**src/rtl/uart_pkg.sv**
```systemverilog
// Shared UART definitions: FSM state encoding, frame width and baud-divider derivation.
package uart_pkg;

    localparam int DATA_BITS = 8;

    typedef enum logic [2:0] {
        IDLE      = 3'd0,
        START     = 3'd1,
        DATA      = 3'd2,
        STOP      = 3'd3,
        WAIT_IDLE = 3'd4
    } uart_state_t;

    function automatic int bit_cnt(input int clk_hz, input int baud);
        return clk_hz / baud;
    endfunction

    function automatic int half_cnt(input int clk_hz, input int baud);
        return bit_cnt(clk_hz, baud) / 2;
    endfunction

endpackage

```
**src/rtl/uart_baud_cnt.sv**
```systemverilog
// Free-running clock counter with synchronous clear/load and an equality terminal flag.
module uart_baud_cnt #(
    parameter int W = 16
) (
    input  logic         clk_in,
    input  logic         rst_n,
    input  logic         clr,
    input  logic         load,
    input  logic [W-1:0] load_val,
    input  logic [W-1:0] term_val,
    output logic         term
);

    logic [W-1:0] cnt;

    always_ff @(posedge clk_in or negedge rst_n) begin
        if (!rst_n) begin
            cnt <= '0;
        end else if (clr) begin
            cnt <= '0;
        end else if (load) begin
            cnt <= load_val;
        end else begin
            cnt <= cnt + 1'b1;
        end
    end

    assign term = (cnt == term_val);

endmodule

```
**src/rtl/uart_rx_frame.sv**
```systemverilog
// 8N1 serial receiver: two-flop input sync, mid-bit sampling FSM, registered byte/flag outputs.
module uart_rx_frame
    import uart_pkg::*;
#(
    parameter int CLK_HZ = 50000000,
    parameter int BAUD   = 9600
) (
    input  logic       clk_in,
    input  logic       rst_n,
    input  logic       uRx,
    output logic [7:0] rx_data,
    output logic       rx_int,
    output logic       rx_valid,
    output logic       frame_err
);

    localparam int BIT_CNT  = bit_cnt(CLK_HZ, BAUD);
    localparam int HALF_CNT = half_cnt(CLK_HZ, BAUD);
    localparam logic [15:0] BIT_TERM  = 16'(BIT_CNT - 1);
    localparam logic [15:0] HALF_TERM = 16'(HALF_CNT - 1);
    localparam logic [2:0]  LAST_BIT  = 3'(DATA_BITS - 1);

    if (BIT_CNT < 4 || BIT_CNT > 65536) begin : g_bad_baud
        $error("uart_rx_frame: BIT_CNT out of range for a 16-bit baud counter");
    end

    logic        rx_meta, rx_s, rx_s_d;
    logic        start_edge;
    uart_state_t state;
    logic [2:0]  bit_idx;
    logic [7:0]  shift;
    logic        term, cnt_clr;
    logic [15:0] term_val;

    always_ff @(posedge clk_in or negedge rst_n) begin
        if (!rst_n) begin
            rx_meta <= 1'b1;
            rx_s    <= 1'b1;
            rx_s_d  <= 1'b1;
        end else begin
            rx_meta <= uRx;
            rx_s    <= rx_meta;
            rx_s_d  <= rx_s;
        end
    end

    assign start_edge = rx_s_d & ~rx_s;

    // Counter is held at zero while waiting for the line, so it restarts on every state change.
    assign cnt_clr  = (state == IDLE) || (state == WAIT_IDLE) || term;
    assign term_val = (state == START) ? HALF_TERM : BIT_TERM;

    uart_baud_cnt #(.W(16)) u_baud (
        .clk_in   (clk_in),
        .rst_n    (rst_n),
        .clr      (cnt_clr),
        .load     (1'b0),
        .load_val (16'd0),
        .term_val (term_val),
        .term     (term)
    );

    always_ff @(posedge clk_in) begin
        if (state == DATA && term) begin
            shift <= {rx_s, shift[7:1]};
        end
    end

    always_ff @(posedge clk_in or negedge rst_n) begin
        if (!rst_n) begin
            state     <= IDLE;
            bit_idx   <= '0;
            rx_data   <= 8'h00;
            rx_int    <= 1'b0;
            rx_valid  <= 1'b0;
            frame_err <= 1'b0;
        end else begin
            rx_valid  <= 1'b0;
            frame_err <= 1'b0;
            case (state)
                IDLE: begin
                    if (start_edge) begin
                        state  <= START;
                        rx_int <= 1'b1;
                    end
                end
                START: begin
                    if (term) begin
                        if (!rx_s) begin
                            state   <= DATA;
                            bit_idx <= '0;
                        end else begin
                            state  <= IDLE;
                            rx_int <= 1'b0;
                        end
                    end
                end
                DATA: begin
                    if (term) begin
                        if (bit_idx == LAST_BIT) state <= STOP;
                        else                     bit_idx <= bit_idx + 1'b1;
                    end
                end
                STOP: begin
                    if (term) begin
                        if (rx_s) begin
                            rx_data  <= shift;
                            rx_valid <= 1'b1;
                            rx_int   <= 1'b0;
                            state    <= IDLE;
                        end else begin
                            frame_err <= 1'b1;
                            state     <= WAIT_IDLE;
                        end
                    end
                end
                WAIT_IDLE: begin
                    // A held-low line (break) must return high before a new start is armed.
                    if (rx_s) begin
                        rx_int <= 1'b0;
                        state  <= IDLE;
                    end
                end
                default: begin
                    state  <= IDLE;
                    rx_int <= 1'b0;
                end
            endcase
        end
    end

endmodule

```
**config.mk**
```make
export PLATFORM = sky130hd
export DESIGN_NAME = uart_rx_frame
export DESIGN_NICKNAME = d
export VERILOG_FILES = /design/src/rtl/uart_pkg.sv /design/src/rtl/uart_baud_cnt.sv /design/src/rtl/uart_rx_frame.sv
export SDC_FILE = /design/constraint.sdc
export NUM_CORES = 1
export LEC_CHECK = 0
export ABC_AREA = 1
export BUFFER_PORTS_ARGS = -buffer_cell sky130_fd_sc_hd__buf_2
export CAP_MARGIN = 0
export CORE_AREA = 5 5 60 103
export CTS_CLUSTER_SIZE = 8
export DETAILED_ROUTE_END_ITERATION = 6
export DIE_AREA = 0 0 65 108
export SLEW_MARGIN = 15
export SYNTH_ARGS = -nofsm -noshare
export SYNTH_HDL_FRONTEND = slang
export SYNTH_SLANG_ARGS = --single-unit
export TNS_END_PERCENT = 100
```
**constraint.sdc**
```tcl
create_clock -name clk_in -period 3 [get_ports clk_in]
set_input_delay 0.15 -clock clk_in [delete_from_list [all_inputs] [get_ports clk_in]]
set_output_delay 0.15 -clock clk_in [all_outputs]
set_load 0.05 [all_outputs]
```
== Word-level counts from Yosys, hierarchy flattened ==
Index checks and enable logic that the tools add are counted.

* Multipliers: 0
* Add/sub/neg operators: 2
* Divide/modulo/power cells: 0
* Order comparisons: 0
* Bitwise operators: 3
* Shifts and indexed selects: 0
* Mux-type cells: 26
* Reduce and logical (&&, ||, !) cells: 10
* Eq/ne operators: 15

{| class="wikitable"
|+ Operator list
! cell !! number
|-
| two-way mux 3 bit || 11
|-
| adder 16 x 1 -> 16 bit, second input constant || 1
|-
| == test 16 x 13 -> 1 bit || 1
|-
| two-way mux 16 bit || 1
|-
| case mux 3 bit (5 select lines) || 1
|-
| != test 2 bit, second input constant || 7
|-
| two-way mux 13 bit || 1
|-
| two-way mux 1 bit || 9
|-
| == test 3 x 2 -> 1 bit, second input constant || 2
|-
| == test 3 bit, second input constant || 2
|-
| case mux 3 bit (2 select lines) || 1
|-
| AND reduction 3 bit || 2
|-
| AND reduction 6 bit || 1
|-
| AND reduction 5 bit || 1
|-
| != test 2 x 1 -> 1 bit, second input constant || 2
|-
| case mux 1 bit (4 select lines) || 1
|-
| adder 3 x 1 -> 3 bit, second input constant || 1
|-
| == test 3 x 1 -> 1 bit, second input constant || 1
|-
| logical NOT 3 bit || 1
|-
| logical OR 1 bit || 2
|-
| two-way mux 2 bit || 1
|-
| NOT 1 bit || 2
|-
| nonzero test 2 bit || 1
|-
| OR reduction 2 bit || 1
|-
| 2 further kinds || 2
|}

* Output and inout port bits: 11
* ROM bits: 0
* Latch bits: 0
* Memories: 0
* RAM bits: 0
* Logic and storage cells: 67
* Bits in registers: 44

== Longest topological paths before layout ==
Gate-level depths: netlist (run 1).

* Word-level depth: 5
* Gate-level depth with buffers: 12
* Gate-level depth less buffers: 12

== Cells and area by module ==
A second synthesis (run 1) with hierarchy kept.

* Cells, all modules: 313
* Area total of the unflattened synthesis: 2468.6 um2

{| class="wikitable"
|+ Modules (own cells, without submodules)
! module !! area an instance (um2) !! times used !! seq. area each (um2) !! cells an instance
|-
| uart_baud_cnt || 1282.5 || 1 || 400.4 || 193
|-
| uart_rx_frame || 1186.1 || 1 || 744.5 || 120
|}

== Worst setup path after synthesis (run 1) ==
No wires, ideal clock.

* Path type: reg-to-reg
* From: register u_baud.cnt[7]
* To: register shift[0] (enable)
* Path buffers: 0
* Data required time: 2630 ps
* Cell stages (with the launch flop): 5
* Clock period less this slack: 1701 ps
* Slack: 1299 ps
* Arrival: 1330 ps
* Cell sequence: dfrtp_1 -> or2_2 -> nor2_2 -> nand3_4 -> nor2_1

* Cells in the longest elaborated chain, start to end: 2

{| class="wikitable"
|+ RTL lines
! item !! RTL line !! RTL
|-
| start, declared || uart_baud_cnt.sv:14 || <nowiki>logic [W-1:0] cnt;</nowiki>
|-
| start signal, assigned || uart_baud_cnt.sv:22 || <nowiki>cnt <= load_val;</nowiki>
|-
| start signal, assigned || uart_baud_cnt.sv:24 || <nowiki>cnt <= cnt + 1'b1;</nowiki>
|-
| == test 16 x 13 -> 1 bit || uart_baud_cnt.sv:28 || <nowiki>assign term = (cnt == term_val);</nowiki>
|-
| logical AND 1 bit || uart_rx_frame.sv:64 || <nowiki>if (state == DATA && term) begin</nowiki>
|-
| end signal, assigned || uart_rx_frame.sv:65 || <nowiki>shift <= {rx_s, shift[7:1]};</nowiki>
|-
| end, declared || uart_rx_frame.sv:31 || <nowiki>logic [7:0] shift;</nowiki>
|}

No other way between the ends.
A chain may end at the register's enable or synchronous reset.

== Final worst setup path (run 1) ==
* From: register u_baud.cnt[4]
* To: register shift[1] (enable)

The elaborated chain is that of the path after synthesis.

==> metrics.yaml, run 1 <==
placement:
  gp_congestion: 0.8400
  io_buffers: 13
  dpl.hpwl_um: 2852
  dp.cells: 290
logic_synthesis:
  synthCells: 224
  synth_cell_type_count: 31
  syn_avg_cell_area_um2: 9.099
  synth-seq-cells: 44
  ys_seq_area_frac: 0.5617
  yosys.area.top_type: "dfrtp_1"
  synth_top_area_frac: 0.4052
  syn_area_mm2: 0.002038
  yosys_warnings: 0
  synth.top_cells.by_area: "dfrtp_1, nand2_1, edfxtp_1, nor2_1, dfstp_2"
  syn_nets: 230
power_and_ir_drop:
  leakagePower_nw: 1.117
  power.density_mw_per_mm2: 612.3
  vdd_drop_max_mv: 0.2276
sta:
  worst_pin_slew_ns: 0.8096
  hold_viol: 0
  rsz0062_at_grt: "no"
  setup_tns_ns: 0
  setup_violations: 0
  relSlewSlack: 0.4602
  max_freq_mhz: 534.6
  finalMaxSlewViolations: 0
  fin_skew_ns: 0.008193
  finalCriticalPeriod_ns: 1.870
  min_period_over_period: 0.6235
critical_path:
  critical_path.startpoint_type: "flop"
  cp_data_required_time_ns: 2.94
  crit_buf_inv: 1
  r2r_slack_ns: 1.13
  worstPathCellList: "inv_1 -> nand2_1 -> nor2_1 -> nand3_1 -> nand2_1 -> nand3_4 -> nor2_1"
  cp.arrival_ns: 1.81
  end_kind: "flop"
  slowest_delay_ns: 0.46
  worstSetupPathType: "flop to flop"
  crit_family: "simple AND/OR/NAND/NOR gates"
  cp_max_fo: 8
  crit_slowest_cell: "nor2_1"
run_status:
  status: "completed"
global_route:
  grt_pass1_wl_um: 6810
  grt_overflow: 0
  antenna_found_initial: 0
  grt_max_degree: 37
  grt_pass1_vias: 1513
  grt_usage: 0.1261
finish:
  synthToLayoutAreaGrowth_pct: 11.17
  nets: 250
  fin_cells: 300
  n_antenna_cell: 0
  layout-drive-gt1-share: 0.1878
  fin_util: 0.4348
  layout_common_cells: "nand2_1, dfrtp_1, nor2_1"
  layout_commonest_cell: "nand2_1"
floorplan:
  start_util: 0.3911
  fp.dieW_um: 65
  ios: 14
  rows: 35
  die_area_mm2: 0.007020
  die_h_um: 108
  coreArea_mm2: 0.005211
clock_network:
  clk_latency_ns: 0.30
  cts_tree: "done"
  path_clk_slew_ns: 0.08
  htree_levels: 2
  numCtsBuffers: 5
  cts_buffer_depth: 2
  cts_resized: 0
  clock-sinks: 44
  ctsRootBufferMaster: "clkbuf_8"
detailed_routing:
  vias: 1448
  firstDrtPassIters: 5
  initialDrtViolationCount: 59
  viasPerCell: 4.827
  drtAntennaViolNets: 0
  drcViolationCount: 0
  wirelength_um: 3838
  wire_per_inst_um: 12.79
job:
  maxCapViolCount: 0
hold_path:
  min_path_type: "flop to flop"
## path summary, 6_finish.rpt
| check | cells past startpoint | endpoint | from |
|---|---|---|---|
| max reg2reg | 7 | shift[1] | u_baud.cnt[4] |
| max in group asynchronous | 2 | state[0] | rst_n |
| min in group asynchronous | 2 | u_baud.cnt[2] | rst_n |
| max | 7 | shift[1] | u_baud.cnt[4] |
| min | 0 | rx_s | rx_meta |
| min reg2reg | 0 | rx_s | rx_meta |
## synth_stat cells (all sizes together)
master  count
or2         2
clkinv      2
edfxtp      8
nand3      15
xor2        2
nand4       3
nor3        7
buf         2
o21ai       6
nor4        1
nor3b       2
nand2      76
inv        20
xnor2       2
dfrtp      33
nand3b      1
dfstp       3
nor2       30
a21oi       5
ha          3
o21bai      1
## layer usage
metal	global-route usage	vias up	part of all wire
met5	0	-	0
met4	0.07110	0	0.027
met3	0.02703	8	0.030
met2	0.2286	23	0.55
met1	0.1313	669	0.39
li1	-	748	-
## report_power, final
part | leakage, nW | switching, mW | total (mW) | internal, mW
registers | 0.557 | 0.0426 | 0.691 | 0.648
clock network | 0.0404 | 0.211 | 0.376 | 0.165
logic | 0.519 | 0.229 | 0.321 | 0.0917
## registers in the layout, indices dropped and copies added (netlist names)
name / flops
u_baud.cnt: 16
rx_data: 8
shift: 8
bit_idx: 3
state: 3
frame_err: 1
rx_int: 1
rx_meta: 1
rx_s: 1
rx_s_d: 1
rx_valid: 1
## layout make-up
type / count / area (um^2)
Fill cell: 498 / 2945
Sequential cell: 44 / 1145
Multi-Input combinational cell: 156 / 785.8
Inverter: 22 / 88.84
Timing Repair Buffer: 15 / 85.08
Clock buffer: 5 / 68.82
Tap cell: 55 / 68.82
Clock inverter: 3 / 23.77
## per-stage QoR
stage / area [um^2] / hold WS [ns] / setup slack, ns / power [mW]
3_5_place_dp: 2153 / 0.2562 / 1.091 / 1.026
4_1_cts: 2266 / 0.3618 / 1.113 / 1.410
6_report: 2266 / 0.3588 / 1.130 / 1.387
2_1_floorplan: 2038 / -0.1456 / 1.299 / 0.9542
5_1_grt: 2266 / 0.3633 / 0.9714 / 1.483
3_3_place_gp: 2153 / 0.2546 / 1.161 / 1.022
## cell families (layout without fill, tap and decap cells)
kind of cell | Yosys count | count (layout) | synth area share
and+or+nand+nor | 137 | 137 | 0.3192
DFF | 44 | 44 | 0.5617
buffers and inverters | 24 | 45 | 0.05279
AOI/OAI and AO/OA | 12 | 12 | 0.03069
xor gates and xnor gates | 4 | 4 | 0.01719
adders and majority gates | 3 | 3 | 0.01842
## timing repair
action / 4_1_cts / 5_1_grt
setup buffers: 0 / 0
hold buffers: 2 / 0
endpoints found under the hold margin: 34 / 0
(Power assumes the default switching activity.)
==> inputs of run 2 (changes only) <==
==> constraint.sdc (replaced) <==
create_clock -name clk_in -period 1.6 [get_ports clk_in]
set_input_delay 0.08 -clock clk_in [delete_from_list [all_inputs] [get_ports clk_in]]
set_output_delay 0.08 -clock clk_in [all_outputs]
set_load 0.05 [all_outputs]
==> run 2 against run 1 <==
Largest power group unchanged. Global-route usage increased by 0.45 points. Worst setup slack got worse by 1.1 ns. Total power increased by 110%. Combinational power increased to 2.5 times the previous value. First-iteration DRC count decreased by 31%. Clock power increased by 120%. Flip-flop and latch count unchanged.
==> metrics.yaml, run 2 (same netlist as run 1, synthesis figures left out) <==
detailed_routing:
  drtAntennaViolNets: 0  # unchanged
  wire_per_inst_um: 13.13  # was 12.79 um
  vias: 1602  # was 1448
  wirelength_um: 4321  # was 3838 um
  initialDrtViolationCount: 41  # was 59
  firstDrtPassIters: 6  # was 5
  viasPerCell: 4.869  # was 4.827
  drcViolationCount: 0  # unchanged
critical_path:
  cp.arrival_ns: 1.58  # was 1.81 ns
  crit_slowest_cell: "dfrtp_2"  # was nor2_1
  r2r_slack_ns: 0.04  # was 1.13 ns
  reg2reg_depth: 7  # unchanged
  critical_path.startpoint_type: "flop"  # unchanged
  slowest_delay_ns: 0.44  # was 0.46 ns
  cp_data_required_time_ns: 1.61  # was 2.94 ns
  end_kind: "flop"  # unchanged
  cp_max_fo: 8  # unchanged
  crit-reg2reg-capture: "shift[7]"  # was shift[1]
  worstSetupPathType: "flop to flop"  # unchanged
  r2r_start: "u_baud.cnt[2]"  # was u_baud.cnt[4]
  worstPathCellList: "nand2_1 -> nor3_2 -> nand3_1 -> nand2_2 -> nand3_4 -> nor2_2 -> buf_6"  # was inv_1 -> nand2_1 -> nor2_1 -> nand3_1 -> nand2_1 -> nand3_4 -> nor2_1
  startpoint: "u_baud.cnt[2]"  # was u_baud.cnt[4]
finish:
  multi_input_area_um2: 880.8  # was 785.8 um^2
  nets: 279  # was 250
  fin_cells: 329  # was 300
  n_antenna_cell: 0  # unchanged
  fill_cells: 484  # was 498
  layout_common_cells: "nand2_1, dfrtp_1, nor2_1"  # unchanged
  ff_latch_area_mm2: 0.001149  # was 0.001145 mm^2
  layout_top_registers: "u_baud.cnt: 16 flops, rx_data: 8 flops, shift: 8 flops"  # unchanged
  synthToLayoutAreaGrowth_pct: 28.18  # was 11.17%
  largest_register_ffs: 16  # unchanged
  top_register: "u_baud.cnt"  # unchanged
  layout_commonest_cell: "nand2_1"  # unchanged
  layout-drive-gt1-share: 0.3431  # was 0.1878
clock_network:
  ctsRootBufferMaster: "clkbuf_8"  # unchanged
  cts_tree: "done"  # unchanged
  clock-sinks: 44  # unchanged
  htree_levels: 2  # unchanged
  path_clk_slew_ns: 0.09  # was 0.08 ns
  numCtsBuffers: 5  # unchanged
  clk_latency_ns: 0.29  # was 0.30 ns
  cts_buffer_depth: 2  # unchanged
global_route:
  antenna_found_initial: 0  # unchanged
  grt_pass1_vias: 1627  # was 1513
  grt_pass1_wl_um: 7113  # was 6810 um
  grt_overflow: 0  # unchanged
  grt_max_degree: 20  # was 37
  grt_usage: 0.1306  # was 0.1261
floorplan:
  ios: 14  # unchanged
  fp.dieW_um: 65  # unchanged
  rows: 35  # unchanged
  start_util: 0.3911  # unchanged
  die_area_mm2: 0.007020  # unchanged
  coreArea_mm2: 0.005211  # unchanged
  die_h_um: 108  # unchanged
sta:
  hold_viol: 0  # unchanged
  max_freq_mhz: 639.3  # was 534.6 MHz
  finalMaxSlewViolations: 0  # unchanged
  finalCriticalPeriod_ns: 1.564  # was 1.870 ns
  rsz0062_at_grt: "yes"  # was no
  fin_ws_ns: 0.03577  # was 1.130 ns
  setup_violations: 0  # unchanged
  relSlewSlack: 0.6968  # was 0.4602
  whs_ns: 0.2672  # was 0.3588 ns
  fin_skew_ns: 0.006691  # was 0.008193 ns
  min_period_over_period: 0.9776  # was 0.6235
  worst_pin_slew_ns: 0.4548  # was 0.8096 ns
hold_path:
  min_path_type: "input pin to asynchronous set/reset pin"  # was flop to flop
placement:
  io_buffers: 13  # unchanged
  dpl.hpwl_um: 3040  # was 2852 um
  dp.cells: 306  # was 290
  gp_congestion: 0.8532  # was 0.8400
  pre_cts_slack_ns: -0.004719  # was 1.091 ns
power_and_ir_drop:
  leakagePower_nw: 1.310  # was 1.117 nW
  vdd_drop_max_mv: 0.3766  # was 0.2276 mV
  power.density_mw_per_mm2: 1122  # was 612.3 mW/mm^2
job:
  maxCapViolCount: 0  # unchanged
run_status:
  status: "completed"  # unchanged
[run 2: layout make-up]
type / instances / area share
clock buffers: 5 / 0.02634
clock inverters: 3 / 0.01628
inverters: 22 / 0.03448
multi-input cells: 157 / 0.3372
flip-flops and latches: 44 / 0.4397
well taps: 55 / 0.02634
repair buffers: 42 / 0.1178
repair inverters: 1 / 0.001916
[run 2: stage by stage]
stage               power [mW]  instance area (um^2)  TNS (ns)    util
floorplan                1.791                  2041         0       -
CTS                      2.856                  2470  -0.02743  0.4740
detailed placement       1.974                  2288  -0.03596  0.4391
finish                   2.932                  2613         0  0.5013
global route             3.107                  2613    -2.350  0.5013
global placement         1.973                  2288         0  0.4391
[run 2: worst max path at each step]
stage	endpoint	slack [ns]	cells after the start
floorplan	shift[0]	0.05	4
global placement	shift[4]	0.02	6
detailed placement	shift[4]	-0.005	6
CTS	u_baud.cnt[12]	-0.01	8
global route	shift[7]	-0.11	8
finish	shift[7]	0.04	7
[run 2: power breakdown]
part           internal [mW]  switching, mW  total [mW]
logic                  0.289          0.514       0.803
registers               1.22         0.0737        1.29
clock network          0.462          0.376       0.838
total                   1.97          0.964        2.93
[run 2: layer usage]
| metal | GRT usage | up-vias | share of wire | wire length [um] |
|---|---|---|---|---|
| met5 | 0 | - | 0 | 0 |
| met4 | 0.06808 | 0 | 0.026 | 112 |
| met3 | 0.03015 | 9 | 0.026 | 113 |
| met2 | 0.2418 | 21 | 0.57 | 2457 |
| met1 | 0.1326 | 762 | 0.38 | 1638 |
| li1 | - | 810 | - | - |
[run 2: timing repair]
item,in CTS,in global routing
setup endpoints to repair,10,39
resized for setup,3,23
endpoints found under the hold margin,16,0
setup buffers,5,6
hold buffers,2,0
cloned,0,2
pin swaps,7,10
[run 2: worst max-delay path: cells and delay by family (launching register included)]
| family | cells | cell delay (ns) |
|---|---|---|
| buffers and inverters | 1 | 0.14 |
| and+or+nand+nor | 6 | 0.70 |
| DFF | 1 | 0.44 |
==> inputs of run 3 (changes only) <==
--- a/config.mk
+++ b/config.mk
@@ -5,7 +5,7 @@
 export SDC_FILE = /design/constraint.sdc
 export NUM_CORES = 1
 export LEC_CHECK = 0
-export ABC_AREA = 1
+export ABC_AREA = 0
 export BUFFER_PORTS_ARGS = -buffer_cell sky130_fd_sc_hd__buf_2
 export CAP_MARGIN = 0
 export CORE_AREA = 5 5 60 103
==> run 3 against run 2 <==
The run now ends with setup timing left. Total power down 3.3%. Via count is 3.3% lower. Worst setup slack worse by 0.26 ns. Critical endpoint is now rx_data[0]. Highest routed layer unchanged.
==> metrics.yaml, run 3 <==
logic_synthesis:
  yosysMostFrequentCell: "dfrtp_1"  # was nand2_1
  yosys.area.top_type: "dfrtp_1"  # unchanged
  synthTopCellsByCount: "dfrtp_1, nor3_1, xor2_1"  # was nand2_1, dfrtp_1, nor2_1
  yosys_warnings: 0  # unchanged
  ys_seq_area_frac: 0.5638  # was 0.5617
  synth_edf_count: 8  # unchanged
  synth-seq-cells: 44  # unchanged
  synthArstFlopShare: 0.8182  # unchanged
  syn_avg_cell_area_um2: 12.31  # was 9.099 um^2
  synth_cell_type_count: 44  # was 31
  synthCells: 165  # was 224
  syn_area_mm2: 0.002031  # was 0.002038 mm^2
  synth_top_area_frac: 0.4067  # was 0.4052
  ys.flop_type: "dfrtp_1"  # unchanged
  synth.top_cells.by_area: "dfrtp_1, edfxtp_1, mux2_2, nor3_1, xor2_1"  # was dfrtp_1, nand2_1, edfxtp_1, nor2_1, dfstp_2
  syn_nets: 171  # was 230
global_route:
  grt_pass1_vias: 1611  # was 1627
  antenna_found_initial: 0  # unchanged
  grt_pass1_wl_um: 7562  # was 7113 um
  grt_usage: 0.1399  # was 0.1306
  grt_overflow: 0  # unchanged
  grt_max_degree: 37  # was 20
  gr-usage-met1: 0.1458  # was 0.1326
  top_usage_layer: "met2"  # unchanged
  grtUsageMet2: 0.2769  # was 0.2418
  grt.met3_usage: 0.02287  # was 0.03015
critical_path:
  crit_slowest_cell: "dfrtp_1"  # was dfrtp_2
  r2r_slack_ns: -0.23  # was 0.04 ns
  end_kind: "flop"  # unchanged
  r2r_start: "u_baud.cnt[12]"  # was u_baud.cnt[2]
  worstSetupPathType: "flop to flop"  # unchanged
  crit_buf_inv: 1  # unchanged
  crit_family: "simple AND/OR/NAND/NOR gates"  # unchanged
  cp.arrival_ns: 2.01  # was 1.58 ns
  critical_path.startpoint_type: "flop"  # unchanged
  reg2reg_depth: 5  # was 7
  crit-reg2reg-capture: "rx_data[0]"  # was shift[7]
  worstPathCellList: "and4bb_2 -> nand4_4 -> a211oi_4 -> buf_12 -> mux2_4"  # was nand2_1 -> nor3_2 -> nand3_1 -> nand2_2 -> nand3_4 -> nor2_2 -> buf_6
  cp_data_required_time_ns: 1.78  # was 1.61 ns
  cp_max_fo: 8  # unchanged
  slowest_delay_ns: 0.41  # was 0.44 ns
detailed_routing:
  initialDrtViolationCount: 68  # was 41
  wire_per_inst_um: 16.22  # was 13.13 um
  firstDrtPassIters: 4  # was 6
  viasPerCell: 5.378  # was 4.869
  drcViolationCount: 0  # unchanged
  vias: 1549  # was 1602
  drtAntennaViolNets: 0  # unchanged
  wirelength_um: 4671  # was 4321 um
finish:
  nets: 238  # was 279
  top_register: "u_baud.cnt"  # unchanged
  n_antenna_cell: 0  # unchanged
  layout_commonest_cell: "buf_4"  # was nand2_1
  layout_common_cells: "buf_4, dfrtp_1, nor3_1"  # was nand2_1, dfrtp_1, nor2_1
  synthToLayoutAreaGrowth_pct: 44.79  # was 28.18%
  finalInstanceArea_mm2: 0.002940  # was 0.002613 mm^2
  fin_cells: 288  # was 329
  layout-drive-gt1-share: 0.5064  # was 0.3431
  largest_register_ffs: 16  # unchanged
  layout_top_registers: "u_baud.cnt: 16 flops, rx_data: 8 flops, shift: 8 flops"  # unchanged
clock_network:
  cts_buffer_depth: 2  # unchanged
  clk_latency_ns: 0.29  # about the same
  ctsRootBufferMaster: "clkbuf_8"  # unchanged
  numCtsBuffers: 5  # unchanged
  clock-sinks: 44  # unchanged
  htree_levels: 2  # unchanged
  path_clk_slew_ns: 0.08  # was 0.09 ns
  cts_tree: "done"  # unchanged
placement:
  pre_cts_slack_ns: -0.2285  # was -0.004719 ns
  gp_congestion: 0.7930  # was 0.8532
  dp.cells: 271  # was 306
  dpl.hpwl_um: 3313  # was 3040 um
  placed_area_mm2: 0.002531  # was 0.002288 mm^2
  io_buffers: 13  # unchanged
sta:
  finalCriticalPeriod_ns: 1.826  # was 1.564 ns
  fin_skew_ns: 0.004228  # was 0.006691 ns
  fin_ws_ns: -0.2260  # was 0.03577 ns
  rsz0062_at_grt: "yes"  # unchanged
  relSlewSlack: 0.6953  # was 0.6968
  finalMaxSlewViolations: 0  # unchanged
  whs_ns: 0.3489  # was 0.2672 ns
  worst_pin_slew_ns: 0.4571  # was 0.4548 ns
  hold_viol: 0  # unchanged
  min_period_over_period: 1.141  # was 0.9776
  max_freq_mhz: 547.6  # was 639.3 MHz
  setup_tns_ns: -3.873  # was 0 ns
  setup_violations: 22  # was 0
floorplan:
  die_area_mm2: 0.007020  # unchanged
  ios: 14  # unchanged
  rows: 35  # unchanged
  fp.dieW_um: 65  # unchanged
  die_h_um: 108  # unchanged
  coreArea_mm2: 0.005211  # unchanged
  start_util: 0.3897  # was 0.3911
power_and_ir_drop:
  p_switching_mw: 0.7828  # was 0.9637 mW
  power_frac_comb: 0.239  # was 0.274
  power.density_mw_per_mm2: 964.4  # was 1122 mW/mm^2
  leakagePower_nw: 1.324  # was 1.310 nW
  vdd_drop_max_mv: 0.6492  # was 0.3766 mV
  switching_share: 0.2760  # was 0.3287
  seq_power_share: 0.462  # was 0.440
  p_int_mw: 2.053  # was 1.969 mW
  p_clk_frac: 0.300  # was 0.286
job:
  maxCapViolCount: 0  # unchanged
hold_path:
  min_path_type: "input pin to asynchronous set/reset pin"  # unchanged
run_status:
  violations: "setup timing"
  status: "finished with violations"  # was completed
[run 3: logic make-up (layout without fill, tap and decap cells)]
kind of cell | Yosys count | after routing | share of synthesized area
AOI/OAI and AO/OA | 18 | 18 | 0.08257
xor gates and xnor gates | 11 | 11 | 0.04744
adders and majority gates | 3 | 3 | 0.01849
buffers and inverters | 11 | 79 | 0.02649
DFF | 44 | 44 | 0.5638
muxes | 12 | 12 | 0.06716
and+or+nand+nor | 66 | 66 | 0.1941
[run 3: worst max-delay path by stage]
stage	cells after the start	to	startpoint
3_3_place_gp	5	state[1]	state[0]
5_1_grt	5	bit_idx[2]	u_baud.cnt[11]
3_5_place_dp	5	rx_data[1]	state[2]
2_1_floorplan	4	bit_idx[0]	u_baud.cnt[9]
4_1_cts	5	rx_data[1]	u_baud.cnt[9]
6_report	5	rx_data[0]	u_baud.cnt[12]
[run 3: layer usage]
| metal | part of all wire | routed length [um] |
|---|---|---|
| met1 | 0.39 | 1816 |
| met4 | 0.011 | 51 |
| met2 | 0.58 | 2713 |
| met3 | 0.019 | 90 |
| met5 | 0 | 0 |
[run 3: final cells by class]
type,instances,area [um^2]
clock buffer,5,68.82
clock inverter,3,46.29
fill,441,2271
inverter,5,18.77
multi-input combinational,110,1054
sequential,44,1145
tap,55,68.82
timing repair buffer,66,539.3
[run 3: worst register-to-register path: stages, from the launching register on]
cell and delay, ns:
dfrtp_1 0.41, and4bb_2 0.34, nand4_4 0.18, a211oi_4 0.32, buf_12 0.17, mux2_4 0.30
[run 3: metrics by stage]
| stage | power (mW) | util |
|---|---|---|
| after global placement | 1.921 | 0.4857 |
| final | 2.836 | 0.5642 |
| after CTS | 2.821 | 0.5287 |
| after floorplan | 1.607 | - |
| after detailed placement | 1.951 | 0.4857 |
| after global routing | 2.992 | 0.5642 |
[run 3: power by group through the flow]
stage	Sequential, mW	Clock [mW]	Combinational (mW)
3_3_place_gp	1.31	0	0.611
6_report	1.31	0.849	0.676
4_1_cts	1.30	0.883	0.642
2_1_floorplan	1.35	0	0.256
3_5_place_dp	1.32	0	0.632
5_1_grt	1.32	0.929	0.742
[run 3: what timing repair did]
action                                  4_1_cts  5_1_grt
endpoints found under the setup margin       28       39
hold buffers                                  2        0
setup buffers                                 2        7
pin swaps                                     5       13
endpoints found under the hold margin        34        0
gates resized for setup                      14       37
